## config.mk

```make
export PLATFORM = sky130hd
export DESIGN_NAME = blk_9b4ae0
export DESIGN_NICKNAME = d
export VERILOG_FILES = /design/src/rtl/blk_9b4ae0.sv
export SDC_FILE = /design/constraint.sdc
export NUM_CORES = 1
export LEC_CHECK = 0
export CORE_MARGIN = 10
export CORE_UTILIZATION = 39
export DETAILED_ROUTE_END_ITERATION = 8
export PLACE_DENSITY_LB_ADDON = 0.25
export SYNTH_ARGS = -nofsm -noshare
export SYNTH_HDL_FRONTEND = slang
export SYNTH_SLANG_ARGS = --single-unit
```

## constraint.sdc

```tcl
create_clock -name clk -period 2.5 [get_ports clk]
set_input_delay 0.75 -clock clk [delete_from_list [all_inputs] [get_ports clk]]
set_output_delay 0.75 -clock clk [all_outputs]
set_load 0.005 [all_outputs]
```

## src/rtl/blk_9b4ae0.sv

```systemverilog
// Latency checker for a two-lane GF(3) inverse pipeline: out_valid must equal in_valid delayed by DELAY.
// Define GF_INV_DELAY_CHK_MEASURE_EN to build the first-token latency measurement counter.
module blk_9b4ae0 #(
    parameter int DELAY     = 1,
    parameter int MAX_DELAY = 15
) (
    input  logic       clk,
    input  logic       rst_n,
    input  logic       in_valid,
    input  logic       out_valid,
    output logic       err,
    output logic [1:0] err_code,
    output logic [7:0] err_cnt,
    output logic [3:0] measured_delay,
    output logic       measure_done
);
    localparam bit DELAY_OK = (DELAY >= 1) && (DELAY <= MAX_DELAY);
    // An illegal DELAY still needs an in-range tap so the design elaborates.
    localparam int EXP_IDX  = DELAY_OK ? (DELAY - 1) : 0;

    localparam logic [1:0] CODE_NONE     = 2'b00;
    localparam logic [1:0] CODE_MISSING  = 2'b01;
    localparam logic [1:0] CODE_SPURIOUS = 2'b10;
    localparam logic [1:0] CODE_ILLEGAL  = 2'b11;

    function automatic logic [7:0] sat_inc8(input logic [7:0] v);
        if (v == 8'hFF) begin
            return v;
        end else begin
            return v + 8'd1;
        end
    endfunction

    logic [MAX_DELAY-1:0] exp_pipe_r;
    logic                 err_r;
    logic [1:0]           err_code_r;
    logic [7:0]           err_cnt_r;

    logic                 exp_s;
    logic                 missing_s;
    logic                 spurious_s;
    logic                 err_nxt_s;
    logic [1:0]           err_code_nxt_s;
    logic [7:0]           err_cnt_nxt_s;

    // Compare the delayed expectation with out_valid and build the next sticky status.
    always_comb begin
        exp_s          = exp_pipe_r[EXP_IDX];
        missing_s      = exp_s & ~out_valid;
        spurious_s     = ~exp_s & out_valid;
        err_nxt_s      = err_r;
        err_code_nxt_s = err_code_r;
        err_cnt_nxt_s  = err_cnt_r;
        if (!DELAY_OK) begin
            err_nxt_s = 1'b1;
            if (err_code_r == CODE_NONE) begin
                err_code_nxt_s = CODE_ILLEGAL;
            end else begin
                err_code_nxt_s = err_code_r;
            end
        end else if (missing_s || spurious_s) begin
            err_nxt_s     = 1'b1;
            err_cnt_nxt_s = sat_inc8(err_cnt_r);
            if (err_code_r != CODE_NONE) begin
                err_code_nxt_s = err_code_r;
            end else if (missing_s) begin
                err_code_nxt_s = CODE_MISSING;
            end else begin
                err_code_nxt_s = CODE_SPURIOUS;
            end
        end else begin
            err_nxt_s = err_r;
        end
    end

    // Expectation shift register and registered status.
    always_ff @(posedge clk) begin
        if (!rst_n) begin
            exp_pipe_r <= '0;
            err_r      <= 1'b0;
            err_code_r <= CODE_NONE;
            err_cnt_r  <= 8'd0;
        end else begin
            exp_pipe_r <= {exp_pipe_r[MAX_DELAY-2:0], in_valid};
            err_r      <= err_nxt_s;
            err_code_r <= err_code_nxt_s;
            err_cnt_r  <= err_cnt_nxt_s;
        end
    end

    assign err      = err_r;
    assign err_code = err_code_r;
    assign err_cnt  = err_cnt_r;

`ifdef GF_INV_DELAY_CHK_MEASURE_EN
    typedef enum logic [1:0] {
        M_IDLE = 2'd0,
        M_RUN  = 2'd1,
        M_DONE = 2'd2
    } meas_state_t;

    meas_state_t meas_state_r;
    meas_state_t meas_state_nxt_s;
    logic [3:0]  meas_cnt_r;
    logic [3:0]  meas_cnt_nxt_s;
    logic        meas_done_r;

    // Measurement FSM: wait for the first in_valid, count until the first out_valid, then freeze.
    always_comb begin
        meas_state_nxt_s = meas_state_r;
        meas_cnt_nxt_s   = meas_cnt_r;
        case (meas_state_r)
            M_IDLE: begin
                if (in_valid && out_valid) begin
                    meas_state_nxt_s = M_DONE;
                    meas_cnt_nxt_s   = 4'd0;
                end else if (in_valid) begin
                    meas_state_nxt_s = M_RUN;
                    meas_cnt_nxt_s   = 4'd1;
                end else begin
                    meas_state_nxt_s = M_IDLE;
                end
            end
            M_RUN: begin
                if (out_valid) begin
                    meas_state_nxt_s = M_DONE;
                end else if (meas_cnt_r != 4'd15) begin
                    meas_cnt_nxt_s = meas_cnt_r + 4'd1;
                end else begin
                    meas_cnt_nxt_s = meas_cnt_r;
                end
            end
            M_DONE: begin
                meas_state_nxt_s = M_DONE;
            end
            default: begin
                meas_state_nxt_s = M_IDLE;
                meas_cnt_nxt_s   = 4'd0;
            end
        endcase
    end

    // Measurement state, count and done flag registers.
    always_ff @(posedge clk) begin
        if (!rst_n) begin
            meas_state_r <= M_IDLE;
            meas_cnt_r   <= 4'd0;
            meas_done_r  <= 1'b0;
        end else begin
            meas_state_r <= meas_state_nxt_s;
            meas_cnt_r   <= meas_cnt_nxt_s;
            meas_done_r  <= (meas_state_nxt_s == M_DONE);
        end
    end

    assign measured_delay = meas_cnt_r;
    assign measure_done   = meas_done_r;
`else
    assign measured_delay = 4'd0;
    assign measure_done   = 1'b0;
`endif

endmodule

```

==> impl_results.md <==
- Peak VDD IR: 0.2578 mV
- Multi-input gate area in the final layout: 334.1 sq um
- Worst reg2reg startpoint: err_cnt[0]
- Total gr overflow: 0
- Crit path from: out_valid
- Main combinational cell family by area after synthesis: simple AND/OR/NAND/NOR gates
- Num CTS Buffers: 3
- Synth Area in Adders: 3.960%
- WP data arrival: 2300 ps
- Setup Fix Bufs, Post-CTS: 0
- Synth Area in Compound Gates: 16.83%
- Vias: 536
- Iter 0 DRT Violations: 9
- Ant diodes: 0
- Clock root cell: clkbuf_4
- CTS max path bufs: 2
- Path type of the worst min-delay path: reg2reg
- Largest net degree at the start of global routing: 13
- WL final: 1337 um
- Synth cell types: 29
- Total track usage: 8.196%
- Die W: 60.25 um
- Initial Utilization: 41.46%
- Clock sink count: 12
- GP Congestion: 0.7360
- HPWL after DPL: 986.5 um
- Most used DFF post-synth: dfxtp_1
- Post-Synth Simple-Gate Area: 22.77%
- CP Class: in2reg
- Storage cell area: 240.2 sq um
- Post-synthesis cell count: 71
- DR vias/cell: 5.255
- Die Y: 60.25 um
- Max Clk Rate: 0.4683 GHz
- Yosys top cell by area: dfxtp_1
- Initial antenna violation count: 0
- Crit start category: input pin
- RSZ-0062 raised after global routing: false
- Nets: 93
- Die area: 3630 sq um
- Synth top area cells: dfxtp_1 38%, mux2i_1 6.3%, buf_4 5.9%
- P_leak: 0.3167 nW
- Hold buffer count at cts: 0
- Core Area: 1524 sq um
- First-pass GRT wire length: 2235 um
- Critical path's slowest cell: or4_1
- Worst-Skew Late Latency: 270 ps
- Critical path's top delay family: simple AND/OR/NAND/NOR gates
- Overall Power: 0.0004206 W
- Cell Pwr Density: 530.2 nW/um^2
- Final slew viol count: 0
- Remaining DRCs: 0
- IO Port Bufs: 14
- FFs w/ async S/R, synth: 0%
- Crit-path cells: clkdlybuf4s50_1, inv_1, ha_1, or4_1, o211a_1
- Most frequent cells after synthesis: 12 x dfxtp_1, 9 x nand2_1, 5 x a21oi_1, 5 x buf_4
- Antenna Nets Post-Route: 0
- CTS tree: yes
- Number of global-route vias before repair: 483
- Synth Area in XOR/XNOR: 0%
- CP Data Required Time: 2670 ps
- Post-synth top area share: 38.02%
- Avg Cell Area, Syn: 8.899 sq um
- Mux cell area share after synthesis: 6.337%
- Bufs and invs on worst path: 2
- H-tree level count: 1
- P&R area growth vs syn: 25.54%
- Most frequent cell after synthesis: dfxtp_1
- Synth Cell Area: 631.9 sq um
- Setup TNS: 0 ps
- Critical Path End Type: flop
- Hold Startpoint: err
- Drt wl/cell: 13.11 um
- Max-Cap Viols: 0
- Critical path peak fanout: 8
- Outcome: finished clean
- Synth warnings: 0
- I/O pin cnt: 20
- CP max stage delay: 540 ps
- Min Tclk post-route: 2135 ps
- Sequential element share of the synthesized area: 38.02%
- # rows: 14
- Clock transition at path regs: 80 ps
- Filler cells: 155
- Yosys reg bits: 12
- Post-synth EDFFs: 0
- Share of cells above drive strength 1: 9.302%
- Fin. Hold Viols: 0
- Final setup viols: 0
- DR pass1 iterations: 4
- Fin crit share: 85.41%
- PostCTS Resize Cnt: 0
- Clk_skew: 0.5000 ps
-- cell usage in the layout (no fill, tap or decap), drive strengths merged, types with 3 or more instances in the layout --
master	n
a21oi	5
nand2b	3
dfxtp	12
nor3	3
inv	4
clkdlybuf4s50	14
nand2	9
mux2i	4
conb	5
clkbuf	4
nor2	4
-- kinds of logic (layout without fill, tap and decap cells) --
group | after synthesis | count (layout)
adders and majority gates | 2 | 2
buffers and inverters | 12 | 23
DFF | 12 | 12
AOI/OAI and AO/OA | 13 | 13
other | 1 | 5
and+or+nand+nor | 27 | 27
muxes | 4 | 4
-- sequential cells by signal, summed over array words and instances, names as in the netlist --
name        cells
err             1
err_cnt         8
err_code        2
exp_pipe_r      1
-- stage by stage --
step                hold WS [ps]  setup WS [ps]  cells  instance area (sq um)  util, %
floorplan                  440.7          548.4     75                  646.9        -
global placement           446.3          119.0     98                  757.0    49.67
detailed placement         437.7          83.61     98                  757.0    49.67
CTS                        449.9          373.9    102                  793.3    52.05
global route               480.4          332.5    102                  793.3    52.05
finish                     445.1          364.8    102                  793.3    52.05
-- worst reg2reg max path, stage by stage, from the launching register on --
cell,delay [ps]
dfxtp_1,420
ha_1,210
nand2_1,140
or4_1,500
o211a_1,140
-- area by class of cell --
| type | instances | area share (%) |
|---|---|---|
| Inverter | 4 | 1.893 |
| Clock buffer | 4 | 4.574 |
| Sequential cell | 12 | 30.28 |
| Timing Repair Buffer | 15 | 18.61 |
| Tap cell | 16 | 2.524 |
| Multi-Input combinational cell | 51 | 42.11 |
-- where the power goes --
part	internal (W)	switching [W]	total (W)	leakage [nW]
sequential	0.000200	0.00000894	0.000209	0.0980
clock	0.0000885	0.0000652	0.000154	0.0210
combinational	0.0000321	0.0000255	0.0000576	0.198
total	0.000321	0.0000996	0.000421	0.317
-- path summary, 6_finish.rpt --
kind,end,slack (ps),cells after the start
max reg2reg,err_cnt[6],990,4
max,err_cnt[6],360,5
min,err,450,2
min reg2reg,err,450,2
-- metal layers --
layer  share of wire (%)  wire [um]  vias up  GRT usage, %
met2                  47        622       14         10.88
met5                   0          0        -             0
met3                 8.7        116        2         4.449
met1                  44        583      248         9.643
li1                    -          -      272             -
met4                 1.0         14        0         5.769
Power figures use the tool's default switching activity.
==> patch 1: new RTL, config.mk and constraints unchanged <==
The option `GF_INV_DELAY_CHK_MEASURE_EN` is turned on by a define.
--- a/src/rtl/blk_9b4ae0.sv
+++ b/src/rtl/blk_9b4ae0.sv
@@ -1,5 +1,7 @@
 // Latency checker for a two-lane GF(3) inverse pipeline: out_valid must equal in_valid delayed by DELAY.
 // Define GF_INV_DELAY_CHK_MEASURE_EN to build the first-token latency measurement counter.
+`define GF_INV_DELAY_CHK_MEASURE_EN
+
 module blk_9b4ae0 #(
     parameter int DELAY     = 1,
     parameter int MAX_DELAY = 15
Formal check against the unedited RTL: not equivalent (a bounded check fails within 4 cycles, from zero or initial values and one cycle with rst_n low).
==> patch 1 against the unedited design <==
Highest routed layer unchanged; combinational power is 72% higher; sequential cell count is 7 higher; area after synthesis is 49% higher; setup slack better by 0.032 ns; design area is 53% higher; non-clock buffer count is 9 higher; total power is 40% higher; routed wire length is 61% higher; utilization is 1.8 points higher; sequential share of layout area is 1.0 points higher; largest cell class unchanged.
==> patch 1: results (changes against the unedited design) <==
- Status: complete, no violations
- Total GRT Usage: 8.94% (+0.75 points)
- Fin nets: 136 (+46%)
- Largest net degree at the start of global routing: 16 (+3)
- Clk slew on worst S/H paths: 0.11 ns (+0.03 ns)
- CTS H-tree depth: 1 (unchanged)
- Syn_area_per_cell: 9.20 sq um (+3.4%)
- Fill cells: 219 (+41%)
- Pwr dens: 483 mW/mm^2 (-8.9%)
- Switch Pwr: 0.149 mW (+50%)
- First-pass GRT wire length: 3750 microns (+68%)
- Synth unique cells: 36 (+24%)
- DP Cell Count: 152 (+55%)
- DR WL/cell: 13.8 microns (+5.2%)
- GPL Wtd Cong: 0.723 (-1.8%)
- Synth warnings: 0 (unchanged)
- Via count: 836 (+56%)
- Pre-CTS setup slack: 0.0853 ns (+0.00166 ns)
- Port buffer count: 19 (+5)
- R2r setup slk: 1.08 ns (+0.09 ns)
- Clk pwr share: 26.3% (-10 points)
- Post-DP HPWL: 1640 microns (+66%)
- Top cells by count, synth: dfxtp_1, nand2_1, a21oi_1
- Logic pwr share: 16.9% (+3.2 points)
- Hold slack final: 0.467 ns (+0.0217 ns)
- Placed cell areas: 0.00119 sq mm (+57%)
- Setup Skew: 0.00681 ns (+0.00631 ns)
- Fin cells: 156 (+53%)
- # diodes: 0 (unchanged)
- Worst R2R End: measured_delay[3]
- Skew-Pair Late Insertion Delay: 0.30 ns (+0.03 ns)
- Drt pass-1 iters: 4 (unchanged)
- DRT iter0 DRCs: 16 (+7)
- Final Util: 53.9% (+1.8 points)
- Worst endpoint data arrival time: 2.33 ns (+0.03 ns)
- Reg-to-reg startpoint: measured_delay[0]
- Sequential area share after synthesis: 40.5% (+2.5 points)
- Synth area leaders: dfxtp_1, mux2i_1, nand2_1
- Leakage power: 0.480 nW (+52%)
==> patch 1: cell types whose count changed in the layout (fill, tap and decap cells not counted), moves of 3 or more <==
cell / unedited run / this run
a21oi_1: 5 / 8
buf_4: 1 / 5
clkdlybuf4s50_1: 14 / 19
conb_1: 5 / 0
dfxtp_1: 12 / 19
nand2_1: 9 / 13
nand2b_1: 3 / 7
==> patch 1: logic make-up after synthesis <==
group	share of synthesized area (%)
AND/OR/NAND/NOR	27.1
AO/OA/AOI/OAI	20.1
flip-flops	40.5
buffers and inverters	2.93
multiplexers	5.33
adder cells (fa/ha/maj)	4.00
==> patch 1: metal layers <==
| metal | GRT usage [%] | share of wire, % | up-vias |
|---|---|---|---|
| li1 | - | - | 426 |
| met1 | 10.3 | 44 | 389 |
| met2 | 14.0 | 47 | 17 |
| met3 | 3.85 | 7.3 | 4 |
| met4 | 3.77 | 0.98 | 0 |
| met5 | 0 | 0 | - |
==> patch 1: worst max-delay path, stage by stage <==
cell and delay [ns]:
clkdlybuf4s50_1 0.49, inv_1 0.05, ha_1 0.33, nand4b_2 0.27, a211oi_2 0.25, mux2i_1 0.19
==> patch 1: cell type report <==
cell class	count	share of cell area (%)
Timing Repair Buffer	24	18.7
Inverter	4	1.24
Tap cell	28	2.88
Multi-Input combinational cell	77	43.7
Clock buffer	4	2.16
Sequential cell	19	31.3
==> patch 1: worst max-delay path by stage <==
stage	depth (start not counted)	endpoint	slack [ns]	start
6_report	6	err_cnt[5]	0.40	out_valid
5_1_grt	6	err_cnt[5]	0.30	out_valid
4_1_cts	6	err_cnt[5]	0.39	out_valid
3_3_place_gp	6	err_cnt[5]	0.13	out_valid
3_5_place_dp	6	err_cnt[5]	0.09	out_valid
2_1_floorplan	5	err_cnt[5]	0.63	out_valid
==> patch 2: new RTL, config.mk and constraints unchanged <==
Without the edit above. Register the output `err_cnt` once more, without a reset; this adds one clock of latency there. The other outputs are not delayed to match.
--- a/src/rtl/blk_9b4ae0.sv
+++ b/src/rtl/blk_9b4ae0.sv
@@ -90,7 +90,9 @@
 
     assign err      = err_r;
     assign err_code = err_code_r;
-    assign err_cnt  = err_cnt_r;
+    always_ff @(posedge clk) begin
+        err_cnt <= err_cnt_r;
+    end
 
 `ifdef GF_INV_DELAY_CHK_MEASURE_EN
     typedef enum logic [1:0] {
Function: changed (a bounded check fails within 4 cycles, from zero or initial values and one cycle with rst_n low).
==> patch 2 against the unedited design <==
Die area grew 17%; via count grew 5.8%; setup slack gained 0.098 ns; area after synthesis grew 26%; sequential cell count grew 8; total power grew 57%; routed wire length grew 9.5%; design area grew 28%.
==> patch 2: results (changes against the unedited design) <==
- Top cells by count, synth: dfxtp_1, nand2_1, a21oi_1, buf_4
- Share of layout cells above drive strength 1: 12.6% (+3.3 points)
- Switching Share: 20.0% (-3.6 points)
- M2 GR Usage: 11.3% (+0.46 points)
- Top Family by Delay on Critical Path: simple AND/OR/NAND/NOR gates
- Routed WL: 1460 microns (+9.5%)
- Logic pwr share: 8.9% (-4.8 points)
- Sequential area share after synthesis: 50.2% (+12 points)
- DR vias/cell: 4.65 (-12%)
- Clk slew on worst S/H paths: 0.10 ns (+0.02 ns)
- Leakage power: 0.423 nW (+33%)
- DP Cell Count: 118 (+20%)
- CP max stage cell: clkdlybuf4s50_1
- Compound-Gate Fraction of Synth Area: 14.1% (-2.7 points)
- GPL Wtd Cong: 0.788 (+7.1%)
- Synth area leaders: dfxtp_1, nand2_1, mux2i_1
- M1 wire length: 669 microns (+15%)
- GR Util met1: 8.41% (-1.2 points)
- Cells after synthesis: 77 (+8.5%)
- Worst R2R End: err_cnt_r[4]
- Fill cells: 195 (+26%)
- Initial antenna violation count: 0 (unchanged)
- Total GRT Usage: 7.66% (-0.54 points)
- Status: complete, no violations
- Reg-to-reg startpoint: err_cnt_r[0]
- Skew-Pair Late Insertion Delay: 0.30 ns (+0.03 ns)
- Adder-Cell Fraction of Synth Area: 3.14% (-0.82 points)
- DR WL/cell: 12.0 microns (-8.5%)
- Number of global-route vias before repair: 567 (+17%)
- WL met3: 153 microns (+32%)
- Max VDD drop: 0.510 mV (+98%)
- WHS Path Cells: 0 (-2)
- Seq pwr share: 51.9% (+2.1 points)
- Detail Route met2 WL: 624 microns (+0.32%)
- R2r setup slk: 1.10 ns (+0.11 ns)
- Hold path start: err_cnt_r[6]
- Post-synthesis mux area share: 5.02% (-1.3 points)
- DRT iter0 DRCs: 10 (+1)
- Hold EP: err_cnt[6]
- Post-DP HPWL: 1140 microns (+15%)
- Setup crit end: err_cnt_r[5]
- Setup Skew: 0.00548 ns (+0.00498 ns)
- Met3 global-route usage: 5.59% (+1.1 points)
-- patch 2: changes by cell type after synthesis, moves of 2 or more --
cell / before / now
nor2_1: 4 / 2
dfxtp_1: 12 / 20
nand2_1: 9 / 11
a31oi_1: 2 / 0
nor3_1: 3 / 1
-- patch 2: metrics by stage --
step	cell area, sq um	total power, mW	hold WS [ns]	worst slack [ns]
after global routing	1010	0.698	0.428	0.395
final	1010	0.662	0.412	0.462
after global placement	960	0.410	0.395	0.198
after floorplan	812	0.384	0.371	0.615
after detailed placement	960	0.411	0.396	0.144
after CTS	1010	0.672	0.412	0.460
-- patch 2: cell type report --
type | instances | share of cell area (%)
Clock buffer | 3 | 2.22
Clock inverter | 1 | 2.97
Inverter | 4 | 1.48
Multi-Input combinational cell | 51 | 35.1
Sequential cell | 20 | 39.6
Tap cell | 27 | 3.34
Timing Repair Buffer | 16 | 15.3
